## config.mk

```make
export PLATFORM = sky130hd
export DESIGN_NAME = mc_ctrl
export DESIGN_NICKNAME = d
export VERILOG_FILES = /design/src/rtl/mc_ctrl.sv
export SDC_FILE = /design/constraint.sdc
export NUM_CORES = 1
export LEC_CHECK = 0
export ABC_AREA = 1
export BUFFER_PORTS_ARGS = -buffer_cell sky130_fd_sc_hd__buf_4
export CORE_ASPECT_RATIO = 0.6
export CORE_MARGIN = 2
export CORE_UTILIZATION = 40
export DETAILED_ROUTE_END_ITERATION = 10
export GPL_ROUTABILITY_DRIVEN = 0
export MAX_ROUTING_LAYER = met4
export SKIP_LAST_GASP = 1
export SLEW_MARGIN = 20
export SYNTH_ARGS = -nofsm -noshare
export SYNTH_HDL_FRONTEND = slang
export SYNTH_SLANG_ARGS = --single-unit
export TNS_END_PERCENT = 10
```

## constraint.sdc

```tcl
create_clock -name clk -period 2.2 [get_ports clk]
set_clock_uncertainty 0.2 [all_clocks]
set_input_delay 0.22 -clock clk [delete_from_list [all_inputs] [get_ports clk]]
set_output_delay 0.22 -clock clk [all_outputs]
set_load 0.1 [all_outputs]
```

## src/rtl/mc_ctrl.sv

```systemverilog
// ---------------------------------------------------------------------------
// mc_ctrl -- multi-cycle control sequencer for the simple RV64 core.
//
// Steps each instruction through FETCH -> DECODE -> EXEC -> MEM -> WB and
// is the only source of datapath write strobes. It handshakes with the
// instruction and data memories and latches the opcode on the fetch ack.
//
// Build option:
//   MC_CTRL_ILLEGAL_TRAP_EN  defined   : an illegal opcode parks the FSM in
//                                        TRAP (left only by reset) and sets
//                                        the sticky illegal_o flag.
//                            undefined : an illegal opcode retires as a NOP
//                                        and illegal_o is tied to 0.
//
// Ports:
//   clk, rst_n            core clock (rising edge), async active-low reset
//   imem_req_o/ack_i      instruction fetch handshake
//   imem_opcode_i[6:0]    instruction[6:0], sampled on the fetch ack
//   dmem_req_o/we_o/ack_i data access handshake (we: 1 = store)
//   zero_i                ALU zero flag, used by BEQ in EXEC
//   ir_we_o               instruction register load strobe
//   imm_sel_o[1:0]        immediate format: 00 I, 01 S, 11 B
//   alu_src_o             1 = immediate operand, 0 = rs2
//   pc_we_o, pc_sel_o     PC write strobe, 1 = PC+imm / 0 = PC+4
//   reg_we_o, wb_sel_o    register write strobe, 1 = load data / 0 = ALU
//   retire_o              one-cycle pulse per completed instruction
//   instret_o[CNT_W-1:0]  retired-instruction count (wraps)
//   illegal_o             sticky illegal-opcode flag
// ---------------------------------------------------------------------------
module mc_ctrl #(
    parameter int CNT_W = 32
) (
    input  logic             clk,
    input  logic             rst_n,
    output logic             imem_req_o,
    input  logic             imem_ack_i,
    input  logic [6:0]       imem_opcode_i,
    output logic             dmem_req_o,
    output logic             dmem_we_o,
    input  logic             dmem_ack_i,
    input  logic             zero_i,
    output logic             ir_we_o,
    output logic [1:0]       imm_sel_o,
    output logic             alu_src_o,
    output logic             pc_we_o,
    output logic             pc_sel_o,
    output logic             reg_we_o,
    output logic             wb_sel_o,
    output logic             retire_o,
    output logic [CNT_W-1:0] instret_o,
    output logic             illegal_o
);

    localparam logic [6:0] OP_LD   = 7'b0000011;
    localparam logic [6:0] OP_ALUI = 7'b0010011;
    localparam logic [6:0] OP_SD   = 7'b0100011;
    localparam logic [6:0] OP_R    = 7'b0110011;
    localparam logic [6:0] OP_BEQ  = 7'b1100011;

    typedef enum logic [2:0] {
        S_FETCH,
        S_DECODE,
        S_EXEC,
        S_MEM,
        S_WB,
        S_TRAP
    } state_t;

    state_t          state;
    logic [6:0]      opcode;
    logic [CNT_W-1:0] instret;

    logic is_ld, is_sd, is_alui, is_r, is_beq, is_illegal;
    logic [1:0] imm_fmt;
    logic       use_imm;

    // Opcode class decode from the latched opcode.
    always_comb begin
        is_ld      = (opcode == OP_LD);
        is_sd      = (opcode == OP_SD);
        is_alui    = (opcode == OP_ALUI);
        is_r       = (opcode == OP_R);
        is_beq     = (opcode == OP_BEQ);
        is_illegal = !(is_ld || is_sd || is_alui || is_r || is_beq);
        imm_fmt    = is_beq ? 2'b11 : (is_sd ? 2'b01 : 2'b00);
        use_imm    = is_ld || is_sd || is_alui;
    end

    // Output decode. Everything is a function of the registered state and
    // opcode, except the strobes qualified by a same-cycle memory ack and
    // pc_sel_o, which must follow zero_i in the very cycle BEQ writes the PC.
    // Gating with rst_n holds every output low while reset is asserted, so
    // imem_req_o first rises in the cycle after release and strobes drop
    // the instant reset is applied.
    always_comb begin
        // NOTE: every output gets a default before the case so that no
        // state/branch combination leaves one unassigned and infers a latch.
        imem_req_o = 1'b0;
        dmem_req_o = 1'b0;
        dmem_we_o  = 1'b0;
        ir_we_o    = 1'b0;
        imm_sel_o  = 2'b00;
        alu_src_o  = 1'b0;
        pc_we_o    = 1'b0;
        pc_sel_o   = 1'b0;
        reg_we_o   = 1'b0;
        wb_sel_o   = 1'b0;
        retire_o   = 1'b0;
        if (rst_n) begin
            case (state)
                S_FETCH: begin
                    imem_req_o = 1'b1;
                    ir_we_o    = imem_ack_i;
                end
                S_DECODE: begin
                    imm_sel_o = imm_fmt;
                end
                S_EXEC: begin
                    imm_sel_o = imm_fmt;
                    alu_src_o = use_imm;
                    if (is_beq) begin
                        pc_we_o  = 1'b1;
                        pc_sel_o = zero_i;
                        retire_o = 1'b1;
                    end
                end
                S_MEM: begin
                    imm_sel_o  = imm_fmt;
                    alu_src_o  = use_imm;
                    dmem_req_o = 1'b1;
                    dmem_we_o  = is_sd;
                    if (is_sd && dmem_ack_i) begin
                        pc_we_o  = 1'b1;
                        retire_o = 1'b1;
                    end
                end
                S_WB: begin
                    imm_sel_o = imm_fmt;
                    alu_src_o = use_imm;
                    // An illegal opcode only reaches WB as a NOP.
                    reg_we_o  = !is_illegal;
                    pc_we_o   = 1'b1;
                    wb_sel_o  = is_ld;
                    retire_o  = 1'b1;
                end
                default: ;  // S_TRAP: everything stays quiet.
            endcase
        end
    end

    // Sequencer state, opcode latch and retire counter.
    always_ff @(posedge clk or negedge rst_n) begin
        if (!rst_n) begin
            state   <= S_FETCH;
            opcode  <= 7'd0;
            instret <= '0;
        end else begin
            // NOTE: sequential state uses non-blocking assignments so every
            // register samples the pre-edge values, independent of order.
            if (retire_o) instret <= instret + CNT_W'(1);
            case (state)
                S_FETCH: begin
                    if (imem_ack_i) begin
                        opcode <= imem_opcode_i;
                        state  <= S_DECODE;
                    end
                end
                S_DECODE: begin
`ifdef MC_CTRL_ILLEGAL_TRAP_EN
                    state <= is_illegal ? S_TRAP : S_EXEC;
`else
                    state <= is_illegal ? S_WB : S_EXEC;
`endif
                end
                S_EXEC: begin
                    if (is_beq)             state <= S_FETCH;
                    else if (is_ld || is_sd) state <= S_MEM;
                    else                     state <= S_WB;
                end
                S_MEM: begin
                    if (dmem_ack_i) state <= is_sd ? S_FETCH : S_WB;
                end
                S_WB:    state <= S_FETCH;
                S_TRAP:  state <= S_TRAP;
                default: state <= S_FETCH;
            endcase
        end
    end

    assign instret_o = instret;

`ifdef MC_CTRL_ILLEGAL_TRAP_EN
    logic illegal_q;

    always_ff @(posedge clk or negedge rst_n) begin
        if (!rst_n)                              illegal_q <= 1'b0;
        else if (state == S_DECODE && is_illegal) illegal_q <= 1'b1;
    end

    assign illegal_o = illegal_q;
`else
    assign illegal_o = 1'b0;
`endif

endmodule

```

* Word-level counts from Yosys, hierarchy flattened
Cells that the tools add are included.
Storage, ports and cells: bits of input ports 12, register bits after elaboration 42, word-level logic and storage cells 58
Cells by class: muxes and demuxes 32, reductions and logical operators 10, add/subtract/negate cells 1, eq/ne operators 12
Operator list (count):
- adder 32 x 1 -> 32 bit, second input constant | 1
- 2-to-1 mux 1 bit | 21
- 2-to-1 mux 3 bit | 6
- one-hot mux 3 bit (5 select lines) | 1
- == test 7 x 6 -> 1 bit, second input constant | 2
- == test 7 x 2 -> 1 bit, second input constant | 1
- == test 7 x 5 -> 1 bit, second input constant | 1
- == test 7 bit, second input constant | 1
- == test 3 x 2 -> 1 bit, second input constant | 2
- == test 3 bit, second input constant | 2
- 2-to-1 mux 2 bit | 3
- logical OR 1 bit | 4
- != test 2 bit, second input constant | 2
- AND reduction 2 bit | 2
- OR reduction 4 bit | 1
- == test 3 x 1 -> 1 bit, second input constant | 1
- zero test 3 bit | 1
- one-hot mux 1 bit (3 select lines) | 1
- OR reduction 3 bit | 1
- logical AND 1 bit | 1

* Longest topological paths before layout
depth in word-level cells 7, mapped depth 12

* Worst setup path after synthesis
OpenSTA, ideal clock, no wires.
path type flip-flop to output port, from reg state[0], to out imm_sel_o[0], path slack -1.913 ns, buffers on the path 0, data arrival time 3.693 ns, stages on the path, launching flop included 6, cell sequence dfrtp_1 nor2_1 nand2_1 o21ai_0 nor2_1 nor4_1
Between the ends: longest elaborated chain between the ends 4, elaborated cells on any way between the ends 7, those cells by class eq/ne: 4; mux: 2; reduce/logical: 1
RTL lines:
- start, declared | RTL line 69 | state_t state;
- start signal, assigned | RTL line 172 | state <= is_illegal ? S_WB : S_EXEC;
- start signal, assigned | RTL line 181 | if (dmem_ack_i) state <= is_sd ? S_FETCH : S_WB;
- == test 3 x 2 -> 1 bit, or another cell as far along | RTL line 110 | case (state)
- OR reduction 4 bit (no source line) (*)
- 2-to-1 mux 2 bit (*) | RTL line 110
- 2-to-1 mux 2 bit (*) | RTL line 109 | if (rst_n) begin
- end, declared | RTL line 43 | output logic [1:0] imm_sel_o,
Every way passes the cells marked *; elsewhere a longest branch is shown, timed or not.

* Final worst setup path
from reg opcode[4], to out reg_we_o
Between the ends: longest elaborated chain between the ends 7, elaborated cells on any way between the ends 11, those cells by class eq/ne: 5; mux: 2; reduce/logical: 4
RTL lines:
- start, declared | RTL line 70 | logic [6:0] opcode;
- start signal, assigned | RTL line 164 | opcode <= imem_opcode_i;
- == test 7 x 2 -> 1 bit / == test 7 x 6 -> 1 bit (equally long branches) | RTL line 79, 80
- logical OR 1 bit (3 in series) | RTL line 84 | is_illegal = !(is_ld || is_sd || is_alui || is_r || is_beq);
- logical OR 1 bit (*) | RTL line 84
- 2-to-1 mux 1 bit (*) | RTL line 110
- 2-to-1 mux 1 bit (*) | RTL line 109
- end, declared | RTL line 47 | output logic reg_we_o,
Marked as above.

==> reports/qor.yml <==
status: "finished, final reports clean"
setup_viol: 0
slew_violations: 0
irDropWorstVdd_v: 0.000657
p_per_area_mw_per_mm2: 925
rows: 23
synth_seq_cells: 42
synth-seq-area-share_pct: 38.1
ant_nets: 0
wl_per_cell_um: 13.9
area_growth_pct: 33.3
rsz0062_at_grt: "yes"
path_cells: "inv_2, nand2_1, nor2_2, nand2_1, a21oi_1, buf_4"
route.detailed.drc: 0
avgSynthCellArea_um2: 6.61
top_layer: "met4"
critPathLaunchType: "flip-flop"
cts_made_buffers: 5
fp.dieW_um: 111
crit_start: "opcode[4]"
syn_inst: 417
route.met2.wl_mm: 2.90
final_layout_size_suffix_gt1_share_pct: 22.4
synth-compound-area-share_pct: 2.50
synthAdderAreaFrac_pct: 0.454
htreeDepth: 2
hold_violations: 0
worstPathMaxFanout: 5
core_mm2: 0.00668
ioPinCount: 57
power_frac_seq_pct: 31.7
cp.arrival_ns: 1.75
yosysTopAreaCellShare_pct: 38.1
drtIter0Drc: 224
timing.critical_path.mode_cell: "nand2_1"
fin_util_pct: 55.0
grt_max_degree: 36
grt_usage_pct: 23.1
dr_total_vias: 2827
relSlewSlack_pct: 50.9
synth_area_mm2: 0.00276
place_area_mm2: 0.00331
clk_latency_ns: 0.29
hp-class: "primary input to flip-flop"
worst_pin_slew_ns: 0.734
fin_crit_sh_pct: 98.5
r2r_cells: 8
die_h_um: 68.3
grt_pass1_wl_mm: 13.0
final_area_mm2: 0.00367
clock-root-buffer: "clkbuf_16"
fillers: 655
antenna_found_initial: 0
grt_pass1_vias: 2509
wl_met1_mm: 4.46
p_leak_nw: 1.81
cp.required_ns: 1.78
via_per_inst: 4.93
synthMuxAreaShare_pct: 1.23
route.met3.wl_um: 544
end_kind: "output port"
power_frac_clock_pct: 29.2
worstHoldStart: "imem_opcode_i[4]"
yosys.area_share.xor_xnor_pct: 4.77
netlist.top_cell.by_area: "dfrtp_1"
drv_cap: 0
start_util_pct: 41.3
dp_hpwl_mm: 6.10
clk_path_buf_depth: 2
synth_top_family_by_area: "simple AND/OR/NAND/NOR gates"
netlist-cell-type-count: 28
r2r-start: "instret_o[0]"
wl_mm: 7.98
portBuffers: 55
die_area_mm2: 0.00759
nNetsFinal: 499
clk_pin_slew_ns: 0.06
whs_path_depth: 3
comb_power_share_pct: 39.1
syn_nets: 430
grt_overflow: 0
swShare_pct: 42.9
cpMaxStageDelayCell: "dfrtp_1"
diodes: 0
p_int_w: 0.00194
cpPeakStageDelay_ns: 0.41
synth_area_leaders: "dfrtp_1, nand2_1, nor2_1"
drt-pass1-iter-count: 5
finalCriticalPeriod_ns: 2.17
crit_type: "flip-flop to output port"
cts_sinks: 42
yosysWarnings: 0
power_switching_w: 0.00146
timing.hold.ws_ns: 0.00825
synthSimpleGateAreaFrac_pct: 47.6
fmax_mhz: 461
tritoncts: "done"
logic make-up after synthesis:
kind of cell | Yosys count
XOR/XNOR | 15
other | 1
buffers and inverters | 28
AO/OA/AOI/OAI | 13
flip-flops | 42
multiplexers | 3
adder cells (fa/ha/maj) | 1
AND/OR/NAND/NOR | 314
Yosys cell counts (all sizes together):
| library cell | instances |
|---|---|
| nand3 | 13 |
| conb | 1 |
| nor3 | 2 |
| dfrtp | 42 |
| xnor2 | 5 |
| nor4 | 2 |
| a211oi | 1 |
| nand4 | 3 |
| o22ai | 1 |
| nor2 | 71 |
| mux2 | 3 |
| nand3b | 15 |
| inv | 19 |
| buf | 9 |
| xor2 | 10 |
| a21oi | 6 |
| nand2 | 208 |
| o21ai | 5 |
| ha | 1 |
routing by layer:
metal,vias up,track usage [%]
met1,1293,36.3
met2,88,28.5
met4,0,6.79
met3,10,4.78
met5,-,-
li1,1436,-
per-stage QoR:
step           setup TNS (ns)  instances  total power [W]  setup WS [ns]
6_report                    0        574          0.00340         0.0330
5_1_grt                -0.125        574          0.00358        -0.0505
4_1_cts                -0.103        574          0.00335        -0.0273
3_5_place_dp                0        558          0.00232          0.233
3_3_place_gp                0        558          0.00231          0.199
2_1_floorplan           -3.99        417          0.00202         -0.569
path summary, 6_finish.rpt:
path	to	slack (ns)
max	reg_we_o	0.03
max in group asynchronous	instret_o[31]	0.65
min	opcode[4]	0.008
max reg2reg	instret_o[28]	0.27
min in group asynchronous	opcode[5]	0.39
min reg2reg	opcode[1]	0.31
power by group through the flow:
| stage | combinational, W | sequential, W | clock, W |
|---|---|---|---|
| 2_1_floorplan | 0.000642 | 0.00137 | 0 |
| 3_3_place_gp | 0.00125 | 0.00106 | 0 |
| 3_5_place_dp | 0.00126 | 0.00106 | 0 |
| 4_1_cts | 0.00129 | 0.00105 | 0.00101 |
| 5_1_grt | 0.00143 | 0.00109 | 0.00105 |
| 6_report | 0.00133 | 0.00108 | 0.000994 |
critical path: cells and delay by family, from the launching register on:
kind / cells / cell delay, ns
AND/OR/NAND/NOR: 3 / 0.45
buffers and inverters: 2 / 0.42
flip-flops: 1 / 0.41
AO/OA/AOI/OAI: 1 / 0.18
layout make-up:
class	instances	area (µm²)	area share (%)
tap	87	109	2.96
multi-input combinational	347	1650	44.8
clock inverter	2	60.1	1.63
clock buffer	6	139	3.78
timing repair buffer	71	589	16.0
sequential	42	1050	28.7
inverter	19	76.3	2.08
flip-flops by register name, indices dropped and copies added (netlist names):
name       cells
instret_o     32
opcode         7
state          3
cell usage in the layout (no fill, tap or decap), types with 2 or more instances in the layout:
cell and count:
o21ai_1 2, nor3_2 2, nand3_2 2, nor2_4 2, clkbuf_16 5, dfrtp_2 2
dfrtp_1 40, nand2_2 11, nand2_1 196, nand4_1 3, buf_12 2, nor2_1 64
o21ai_0 3, xnor2_1 5, nand3b_1 15, nand3_1 10, nor2_2 5, bufinv_16 2
inv_2 4, inv_4 2, xor2_1 10, nor4_4 2, buf_4 58, dlygate4sd3_1 8
mux2_2 3, a21oi_1 6, inv_1 13, buf_6 3
what timing repair did:
action                                  4_1_cts  5_1_grt
endpoints found under the hold margin        48        0
gates resized for setup                       8       17
buffers inserted                              0        0
endpoints found under the setup margin        5        7
hold buffers                                  8        0
Note: power is estimated with default switching activity, not from simulation.
